**config.mk**
```make
export PLATFORM = sky130hd
export DESIGN_NAME = lut_cfg_loader
export DESIGN_NICKNAME = d
export VERILOG_FILES = /design/src/rtl/lut_cfg_pkg.sv /design/src/rtl/cfg_shift_reg.sv /design/src/rtl/lut_cfg_loader.sv
export SDC_FILE = /design/constraint.sdc
export NUM_CORES = 1
export LEC_CHECK = 0
export ABC_AREA = 1
export CELL_PAD_IN_SITES_DETAIL_PLACEMENT = 0
export CELL_PAD_IN_SITES_GLOBAL_PLACEMENT = 1
export CORE_ASPECT_RATIO = 1.2
export CORE_MARGIN = 2
export CORE_UTILIZATION = 45
export CTS_CLUSTER_DIAMETER = 200
export DETAILED_ROUTE_END_ITERATION = 10
export GPL_ROUTABILITY_DRIVEN = 0
export PLACE_DENSITY_LB_ADDON = 0.3
export SLEW_MARGIN = 5
export SYNTH_ARGS = -nofsm -noshare
export SYNTH_HDL_FRONTEND = slang
export SYNTH_HIERARCHICAL = 1
export SYNTH_SLANG_ARGS = --single-unit
```
**constraint.sdc**
```tcl
create_clock -name clk -period 3.9 [get_ports clk]
set_input_delay 0.39 -clock clk [delete_from_list [all_inputs] [get_ports clk]]
set_output_delay 0.39 -clock clk [all_outputs]
set_load 0.03 [all_outputs]
```
**src/rtl/lut_cfg_pkg.sv**
```systemverilog
`default_nettype none
// ============================================================================
// Module   : lut_cfg_pkg
// Brief    : Shared types and sizing helpers for the LUT configuration loader.
// Revision : 1.0 - initial release
// ============================================================================
package lut_cfg_pkg;

    localparam int LUT_BITS = 16;

    typedef enum logic [1:0] {
        IDLE   = 2'd0,
        SHIFT  = 2'd1,
        PARITY = 2'd2
    } state_t;

    function automatic int frame_len(input int num_luts, input int lut_bits);
        return num_luts * lut_bits;
    endfunction

endpackage
`default_nettype wire

```
**src/rtl/cfg_shift_reg.sv**
```systemverilog
`default_nettype none
// ============================================================================
// Module   : cfg_shift_reg
// Brief    : Shadow shift register (MSB-first fill) with running even parity.
// Revision : 1.0 - initial release
// ============================================================================
module cfg_shift_reg #(
    parameter int WIDTH = 64
) (
    input  logic             clk,
    input  logic             rst_n,
    input  logic             shift_en,
    input  logic             clr,
    input  logic             bit_in,
    output logic [WIDTH-1:0] data,
    output logic             parity
);

    // clr wins so an abort in the same cycle as a bit discards that bit
    always_ff @(posedge clk or negedge rst_n) begin
        if (!rst_n) begin
            data   <= '0;
            parity <= 1'b0;
        end else if (clr) begin
            data   <= '0;
            parity <= 1'b0;
        end else if (shift_en) begin
            data   <= {data[WIDTH-2:0], bit_in};
            parity <= parity ^ bit_in;
        end
    end

endmodule
`default_nettype wire

```
**src/rtl/lut_cfg_loader.sv**
```systemverilog
`default_nettype none
// ============================================================================
// Module   : lut_cfg_loader
// Brief    : Serial, parity-checked loader committing all LUT configs at once.
// Revision : 1.0 - initial release
// ============================================================================
module lut_cfg_loader #(
    parameter int NUM_LUTS = 4,
    parameter int LUT_BITS = lut_cfg_pkg::LUT_BITS
) (
    input  logic                         clk,
    input  logic                         rst_n,
    input  logic                         cfg_start,
    input  logic                         cfg_valid,
    input  logic                         cfg_data,
    output logic                         cfg_ready,
    output logic [NUM_LUTS*LUT_BITS-1:0] lut_config,
    output logic                         cfg_done,
    output logic                         cfg_err
);
    import lut_cfg_pkg::*;

    localparam int              FRAME    = frame_len(NUM_LUTS, LUT_BITS);
    localparam int              CNT_W    = $clog2(FRAME);
    localparam logic [CNT_W-1:0] LAST_CNT = CNT_W'(FRAME - 1);

    state_t             r_state;
    state_t             w_state_next;
    logic [CNT_W-1:0]   r_cnt;
    logic               w_shift_en;
    logic               w_clr;
    logic               w_commit;
    logic               w_err_set;
    logic [FRAME-1:0]   w_shadow;
    logic               w_parity;

    cfg_shift_reg #(
        .WIDTH (FRAME)
    ) u_shift (
        .clk      (clk),
        .rst_n    (rst_n),
        .shift_en (w_shift_en),
        .clr      (w_clr),
        .bit_in   (cfg_data),
        .data     (w_shadow),
        .parity   (w_parity)
    );

    always_comb begin
        w_state_next = r_state;
        cfg_ready    = 1'b0;
        w_shift_en   = 1'b0;
        w_clr        = 1'b0;
        w_commit     = 1'b0;
        w_err_set    = 1'b0;
        case (r_state)
            IDLE: begin
                if (cfg_start) begin
                    w_clr        = 1'b1;
                    w_state_next = SHIFT;
                end
            end
            SHIFT: begin
                cfg_ready = 1'b1;
                if (cfg_start) begin
                    w_clr = 1'b1;
                end else if (cfg_valid) begin
                    w_shift_en = 1'b1;
                    if (r_cnt == LAST_CNT) begin
                        w_state_next = PARITY;
                    end
                end
            end
            PARITY: begin
                cfg_ready = 1'b1;
                if (cfg_start) begin
                    w_clr        = 1'b1;
                    w_state_next = SHIFT;
                end else if (cfg_valid) begin
                    if (cfg_data == w_parity) begin
                        w_commit  = 1'b1;
                    end else begin
                        w_err_set = 1'b1;
                    end
                    w_state_next = IDLE;
                end
            end
            default: w_state_next = IDLE;
        endcase
    end

    always_ff @(posedge clk or negedge rst_n) begin
        if (!rst_n) begin
            r_state    <= IDLE;
            r_cnt      <= '0;
            lut_config <= '0;
            cfg_done   <= 1'b0;
            cfg_err    <= 1'b0;
        end else begin
            r_state  <= w_state_next;
            cfg_done <= w_commit;
            // Counter holds at the terminal count rather than wrapping
            if (w_clr) begin
                r_cnt <= '0;
            end else if (w_shift_en && (r_cnt != LAST_CNT)) begin
                r_cnt <= r_cnt + 1'b1;
            end
            if (w_clr) begin
                cfg_err <= 1'b0;
            end else if (w_err_set) begin
                cfg_err <= 1'b1;
            end
            if (w_commit) begin
                lut_config <= w_shadow;
            end
        end
    end

endmodule
`default_nettype wire

```
## Word level (Yosys, flattened, before mapping)

Cells that the tools add are included.

| cells by class | value |
|---|---|
| reductions and logical operators | 8 |
| muxes and demuxes | 29 |
| eq/ne operators | 10 |
| bitwise gates (word level) | 1 |
| add/subtract/negate cells | 1 |

Operators by type and width:

| cell | number |
|---|---|
| two-way mux 64 bit | 2 |
| two-way mux 1 bit | 18 |
| two-way mux 2 bit | 6 |
| two-way mux 6 bit | 2 |
| inequality test 2 bit (second input constant) | 4 |
| adder 6 x 1 -> 6 bit (second input constant) | 1 |
| == test 6 bit (second input constant) | 1 |
| inequality test 6 bit (second input constant) | 1 |
| case mux 2 bit (3 select lines) | 1 |
| nonzero test 2 bit | 3 |
| AND reduction 5 bit | 1 |
| inequality test 3 bit (second input constant) | 1 |
| OR reduction 3 bit | 1 |
| == test 2 x 1 -> 1 bit (second input constant) | 1 |
| == test 2 bit (second input constant) | 1 |
| logical NOT 2 bit | 1 |
| OR reduction 2 bit | 1 |
| == test 1 bit | 1 |
| logical AND 1 bit | 1 |
| XOR 1 bit | 1 |

| word-level totals | value |
|---|---|
| output and inout port bits | 67 |
| logic and storage cells | 56 |
| bits in registers | 139 |

## Longest topological paths before layout

Gate-level depths: netlist of run 1.

| logic depth | value |
|---|---|
| depth in word-level cells | 7 |
| depth in mapped cells | 9 |

## By module

Netlist of run 1, hierarchy kept.

By module, submodules not included:

| module | cells each | area each (µm²) | instances |
|---|---|---|---|
| lut_cfg_loader | 355 | 3084.2 | 1 |
| cfg_shift_reg | 285 | 2583.7 | 1 |

## Worst setup path after synthesis of run 1

No wires, ideal clock.

| timing path | value |
|---|---|
| path kind | register to register |
| from | register r_state[0] |
| to | register u_shift.parity |
| stages on the path, launching flop included | 7 |
| buffers on the path | 1 |
| setup time | 117 ps |
| period minus slack after synthesis | 1525 ps |
| arrival time | 1408 ps |
| slack | 2375 ps |
| required time | 3783 ps |
| cells stage by stage | dfrtp_1 ha_1 nor2_1 inv_2 buf_2 nand3_1 nand2_1 |

| between the ends | value |
|---|---|
| cells in the longest elaborated chain, start to end | 4 |
| elaborated cells between the ends (all ways) | 8 |
| classes of those cells | eq/ne: 2; mux: 3; reduce/logical: 3 |

RTL lines:

| what | RTL line | source |
|---|---|---|
| start: declaration | lut_cfg_loader.sv:27 | `state_t r_state;` |
| start signal: assignment | lut_cfg_loader.sv:100 | `r_state <= w_state_next;` |
| == test 2 bit, or another cell as far along | lut_cfg_loader.sv:56 | `case (r_state)` |
| OR reduction 3 bit (no source line) * | - |  |
| two-way mux 1 bit * | - |  |
| named net w_clr | lut_cfg_loader.sv:31 | `logic w_clr;` |
| two-way mux 1 bit / nonzero test 2 bit (equally long branches) | - |  |
| end signal: assignment | cfg_shift_reg.sv:29 | `parity <= parity ^ bit_in;` |
| end: declaration | cfg_shift_reg.sv:16 | `output logic parity` |

Mark *: on every way through the listed nets, which the timed path passes. The rest lies on a longest branch.
A chain may end at the register's enable or synchronous reset.

## Worst setup path in the final report of run 1

| timing path | value |
|---|---|
| from | register r_state[0] |
| to | output port cfg_ready |

| between the ends | value |
|---|---|
| cells in the longest elaborated chain, start to end | 3 |
| elaborated cells between the ends (all ways) | 4 |
| classes of those cells | eq/ne: 2; mux: 1; reduce/logical: 1 |

RTL lines:

| what | RTL line | source |
|---|---|---|
| == test 2 bit / == test 2 x 1 -> 1 bit (equally long branches) | lut_cfg_loader.sv:56 |  |
| OR reduction 2 bit (no source line) * | - |  |
| two-way mux 1 bit * | lut_cfg_loader.sv:56 |  |
| end: declaration | lut_cfg_loader.sv:16 | `output logic cfg_ready,` |

Mark *: on every way between the ends. The rest lies on a longest branch, timed or not.

==> metrics, run 1 <==
Sinks on Clock Net=around 140; Worst Max-Slew Pin Slew=1040 ps; pwr dens=514 nW/um^2; Resized cells post-CTS=0; share of cells above drive strength 1=a little under 7%; syn nets=between 600 and 700; max-slew violation count=0; die width=between 100 and 150 um; post-synthesis cell type count=23; # IOs=between 70 and 80; peak supply drop=roughly 360 uV; RSZ-0062 raised after global routing=no; critical path peak fanout=5; antenna-violating nets left=0; Final HPWL DP=roughly 6.6 mm; top post-synthesis cells by area=dfrtp_1, nand2_1, nand3_1, buf_4, ha_1; final setup vio count=0; hold buffers post-CTS=0; Worst-path clk slew=about 60 ps; first drt pass iteration count=7; Post-Synthesis Cells=between 600 and 700; DRC Markers=0; initial antenna violation count=0; wire length per cell=12.8 um; Req. time, crit path=roughly 3500 ps; post-synth top area cell=dfrtp_1; Syn Area/Cell=roughly 9 um^2; first-pass GRT wire length=slightly below 20 mm; critical path cell sequence=inv_1 -> ha_1 -> clkdlybuf4s50_1; vias in the first global route=4,157; Rows=44; FMAX=around 440 MHz; nature of the critical path endpoint=output pin; synthesis-to-layout area growth=24.0%; footprint of the multi-input gates=approximately 1900 um^2; Leak=3.80 nW; worst hold margin=approximately 110 ps; worst hold path class=in2async; Hold Vio Cnt, Final=0; Fill cells=about 1,100; Worst path max stage delay=about 660 ps; Global Route Usage Sum=around 18%; CP Launch Type=flop; critical setup path kind=reg2out; grt total ovfl=0; status=finished, final reports clean; vias per cell=around 4.9; core area=roughly 12,000 um^2; drt initial violations=320; Nets=around 710; post-CTS setup buffers=0; CTS H-tree lvls=4; Arr. time, crit path=approximately 1900 ps; fin crit period=~2300 ps; FF+latch area=roughly 3500 um^2; Yosys top cell area share=roughly 60%; antenna fix cells=0; Rel. slew slack=30.6%; Routed WL=around 11 mm; final setup TNS=0 ps; Starting Density=between 40% and 50%; Die Y=roughly 130 um; clk buf depth=2; via count=4,270; Cell Area, Synth=approximately 5700 um^2; Tcrit/Tclk final=57.9%; YS warnings=6; TritonCTS buffer count=17; root buffer cell=clkbuf_16; Util after Layout=a little under three fifths; Layout Skew=about 12 ps; Worst path slowest cell=clkdlybuf4s50_1; die area=13,500 um^2; largest net degree at the start of global routing=between 100 and 150; IO buf count=between 70 and 80; sequential area share after synthesis=approximately three fifths; #FFs+latches synth=roughly 140; Max Cap Violations=0; Clock Latency Late Sink=410 ps; CTS tree=yes
layout by cell type (no fill, tap or decap), drive strengths merged:
cell / instances
clkdlybuf4s50: 70
bufinv: 5
inv: 21
dfrtp: 139
nor2: 10
clkbuf: 17
o22ai: 1
a21oi: 2
nand4: 1
o21ai: 5
xor2: 2
xnor2: 1
clkinv: 5
o21a: 1
ha: 6
clkinvlp: 2
or2: 1
and3: 1
nand3: 70
nand2: 349
buf: 5
power by group:
group	leakage, nW	total (mW)	switching [mW]	internal [mW]
registers	1.94	1.49	0.0264	1.47
logic	1.55	0.365	0.272	0.0927
clock network	0.314	1.75	0.617	1.14
sequential cells by signal, indices dropped and copies added, names as in the netlist:
signal,count
u_shift/parity,1
r_state,2
cfg_done,1
lut_config,64
cfg_err,1
r_cnt,6
u_shift/data,64
worst paths after layout:
| path | startpoint | to | slack [ps] | cells after the start |
|---|---|---|---|---|
| worst max-delay path | r_state[0] | cfg_ready | 1640 | 3 |
| worst min-delay path | rst_n | lut_config[37] | 110 | 1 |
| worst max register to register | r_state[1] | u_shift/data[60] | 1720 | 7 |
| worst min register to register | lut_config[36] | lut_config[36] | 480 | 2 |
| max in group asynchronous | rst_n | u_shift/data[13] | 2780 | 2 |
| min in group clk | lut_config[36] | lut_config[36] | 480 | 2 |
metal layers:
layer  part of all wire (%)  global-route usage (%)
met1                     45                    23.0
met2                     50                    29.0
met3                    4.0                    5.24
met4                   0.35                    5.50
met5                      0                       0
metrics by stage:
| step | total power, mW | area, um^2 | setup slack, ps | instances |
|---|---|---|---|---|
| after detailed placement | 1.89 | 6380 | 1360 | 843 |
| final | 3.61 | 7030 | 1640 | 875 |
| after global placement | 1.88 | 6380 | 1420 | 843 |
| after global routing | 3.76 | 7030 | 1520 | 875 |
| after floorplan | 1.79 | 5670 | 2370 | 640 |
| after CTS | 3.65 | 7030 | 1610 | 875 |
cell usage after synthesis:
library cell	count
ha_1	6
nand4_1	1
or2_2	1
o21ai_1	4
xor2_1	2
a21oi_1	2
and3_1	1
inv_2	4
inv_1	14
nand3_1	70
nor2_4	2
o22ai_1	1
nand2_1	349
buf_6	6
buf_4	13
o21a_1	1
dfrtp_1	139
buf_2	13
clkbuf_1	1
nor2_2	1
o21ai_2	1
nor2_1	7
xnor2_1	1
worst max-delay path: cells and delay by family (launching register included):
kind                       cells  cell delay [ps]
DFF                            1              440
adders and majority gates      1              280
buffers and inverters          2              750
cell families after synthesis:
logic type                 Yosys count  share of synthesized area, %
xor gates and xnor gates             3                         0.464
and+or+nand+nor                    432                          30.6
adders and majority gates            6                          1.32
buffers and inverters               51                          5.32
AOI/OAI and AO/OA                    9                         0.927
DFF                                139                          61.4
area by class of cell:
type                            count  share of cell area (%)
Timing Repair Buffer               75                    10.6
Sequential cell                   139                    49.5
Multi-Input combinational cell    450                    26.9
Clock inverter                     15                    3.13
Clock buffer                       17                    6.06
Inverter                           18                   0.962
Tap cell                          161                    2.87
(Power assumes the default switching activity.)
==> inputs of run 2 (changes only) <==
--- a/config.mk
+++ b/config.mk
@@ -10,7 +10,7 @@
 export CELL_PAD_IN_SITES_GLOBAL_PLACEMENT = 1
 export CORE_ASPECT_RATIO = 1.2
 export CORE_MARGIN = 2
-export CORE_UTILIZATION = 45
+export CORE_UTILIZATION = 38
 export CTS_CLUSTER_DIAMETER = 200
 export DETAILED_ROUTE_END_ITERATION = 10
 export GPL_ROUTABILITY_DRIVEN = 0
==> constraint.sdc (replaced) <==
create_clock -name clk -period 2 [get_ports clk]
set_input_delay 0.2 -clock clk [delete_from_list [all_inputs] [get_ports clk]]
set_output_delay 0.2 -clock clk [all_outputs]
set_load 0.03 [all_outputs]
==> run 2 against run 1 <==
  * Hold slack gained 190 ps
  * Global-route usage shrank 2.2 points
  * Register-to-register slack lost 1600 ps
  * Clock skew shrank 6.1 ps
  * Power grew 93%
  * Non-clock buffer count grew 9
  * Critical path type is now reg2reg
==> metrics, run 2 (synthesis gave the netlist of run 1 again) <==
die area=15,900 um^2 (+18%); first drt pass iteration count=5 (-2); grt total ovfl=0 (unchanged); pwr dens=968 nW/um^2 (+88%); status=finished, final reports clean; clk buf depth=2 (unchanged); post-route cell area=7200 um^2 (+2.4%); R2R cell count=8 (+1); Finished Layout Cells=923 (+5.5%); IO buf count=71 (unchanged); CP Launch Type=flop; biggest regs=lut_config x64, u_shift/data x64, r_cnt x6; share of cells above drive strength 1=7.61% (+0.88 points); Final HPWL DP=7.26 mm (+9.4%); Arr. time, crit path=2210 ps (+340 ps); RSZ-0062 raised after global routing=no; worst hold margin=306 ps (+193 ps); Sinks on Clock Net=139 (unchanged); final setup vio count=0 (unchanged); Worst Path Buf+Inv=4 (+2); max-slew violation count=0 (unchanged); Tcrit/Tclk final=~93%; Post-Place Cells=890 (+5.6%); top cell family by delay on the critical path=buffers and inverters; Worst-path clk slew=60 ps (about the same); Hold Vio Cnt, Final=0 (unchanged); Rel. slew slack=56.9% (+26 points); placed cell areas=6550 um^2 (+2.7%); post-CTS setup buffers=0 (unchanged); Util after Layout=49.7% (-7.8 points); Die Y=138 um (+8.5%); Clock Latency Late Sink=400 ps (about the same); critical path cell sequence=inv_1 -> ha_1 -> nand2_1 -> inv_2 -> buf_4 -> buf_12 -> nand3_1 -> nand2_1; TritonCTS buffer count=17 (unchanged); wire length per cell=12.6 um (-1.1%); CTS tree=yes; final worst slack=135 ps (-1510 ps); # IOs=72 (unchanged); Req. time, crit path=2340 ps (-1170 ps); critical setup path kind=reg2reg; final setup TNS=0 ps (unchanged); peak supply drop=605 uV (+67%); Post-Place Setup Slack=-35.0 ps (-1390 ps); Worst path most repeated cell=nand2_1; antenna fix cells=0 (unchanged); Worst path max stage delay=430 ps (-230 ps); CTS H-tree lvls=4 (unchanged); Max Cap Violations=0 (unchanged); Starting Density=39.2% (-7.2 points); first-pass GRT wire length=19.6 mm (+1.9%); synthesis-to-layout area growth=27.0%; root buffer cell=clkbuf_16; vias in the first global route=4,282 (+3.0%); initial antenna violation count=0 (unchanged); die width=115 um (+8.5%); commonest non-fill, non-tap cells in the layout=nand2_1, dfrtp_1, nand3_1; Stages on worst setup path=8 (+5); nature of the critical path endpoint=flop; fin crit period=about 1900 ps; core area=14,500 um^2 (+18%); Rows=48 (+9.1%); Nets=722 (+1.4%); Tot Pwr=6.96 mW (+93%); critical path peak fanout=33 (+28); Layout Skew=5.79 ps (-6.06 ps); Leak=3.85 nW (+1.3%); Routed WL=11.7 mm (+4.4%); FMAX=around 540 MHz; Worst path slowest cell=dfrtp_1; Global Route Usage Sum=15.6% (-2.2 points); drt initial violations=247 (-23%); Worst Max-Slew Pin Slew=646 ps (-393 ps); worst hold path class=in2async; commonest non-fill, non-tap cell in the layout=nand2_1; vias per cell=4.62 (-5.4%); antenna-violating nets left=0 (unchanged); largest net degree at the start of global routing=65 (-41%); via count=4,263 (-0.16%); DRC Markers=0 (unchanged)
==> run 2: worst paths after layout <==
path                                        from                to  slack [ps]
worst max-delay path                  r_state[1]   u_shift/data[2]         130
max in group asynchronous                  rst_n  u_shift/data[15]         980
worst max register to register        r_state[1]   u_shift/data[2]         130
min in group clk                u_shift/data[59]    lut_config[59]         470
worst min-delay path                       rst_n    lut_config[54]         310
worst min register to register  u_shift/data[59]    lut_config[59]         470
==> run 2: where the power goes <==
part,total (mW),internal [mW],leakage [nW],switching [mW]
clock,3.27,2.14,0.294,1.13
sequential,2.91,2.86,1.94,0.0520
combinational,0.779,0.221,1.62,0.558
==> run 2: layer usage <==
metal | part of all wire [%] | vias up | track usage [%]
li1 | - | 2131 | -
met4 | 0.65 | 0 | 5.22
met5 | 0 | - | 0
met3 | 4.6 | 6 | 4.58
met1 | 46 | 2046 | 19.9
met2 | 49 | 80 | 25.4
==> run 2: what timing repair did <==
action                                  in CTS  in global routing
hold endpoints to repair                    52                  0
pin swaps                                    0                  1
cloned                                       0                  1
endpoints found under the setup margin       1                 76
hold buffers                                 1                  0
resized for setup                            1                  1
==> run 2: layout make-up <==
type	instances	area, um^2
timing repair buffer	84	877
tap	200	250
clock inverter	11	169
inverter	18	67.6
clock buffer	20	457
multi-input combinational	451	1900
sequential	139	3480
fill	1393	7280
==> inputs of run 3 (changes only) <==
--- a/config.mk
+++ b/config.mk
@@ -14,6 +14,7 @@
 export CTS_CLUSTER_DIAMETER = 200
 export DETAILED_ROUTE_END_ITERATION = 10
 export GPL_ROUTABILITY_DRIVEN = 0
+export HOLD_SLACK_MARGIN = 0.15
 export PLACE_DENSITY_LB_ADDON = 0.3
 export SLEW_MARGIN = 5
 export SYNTH_ARGS = -nofsm -noshare
==> results of run 3 <==
The final DEF is identical to that of run 2; final timing and power are the same.
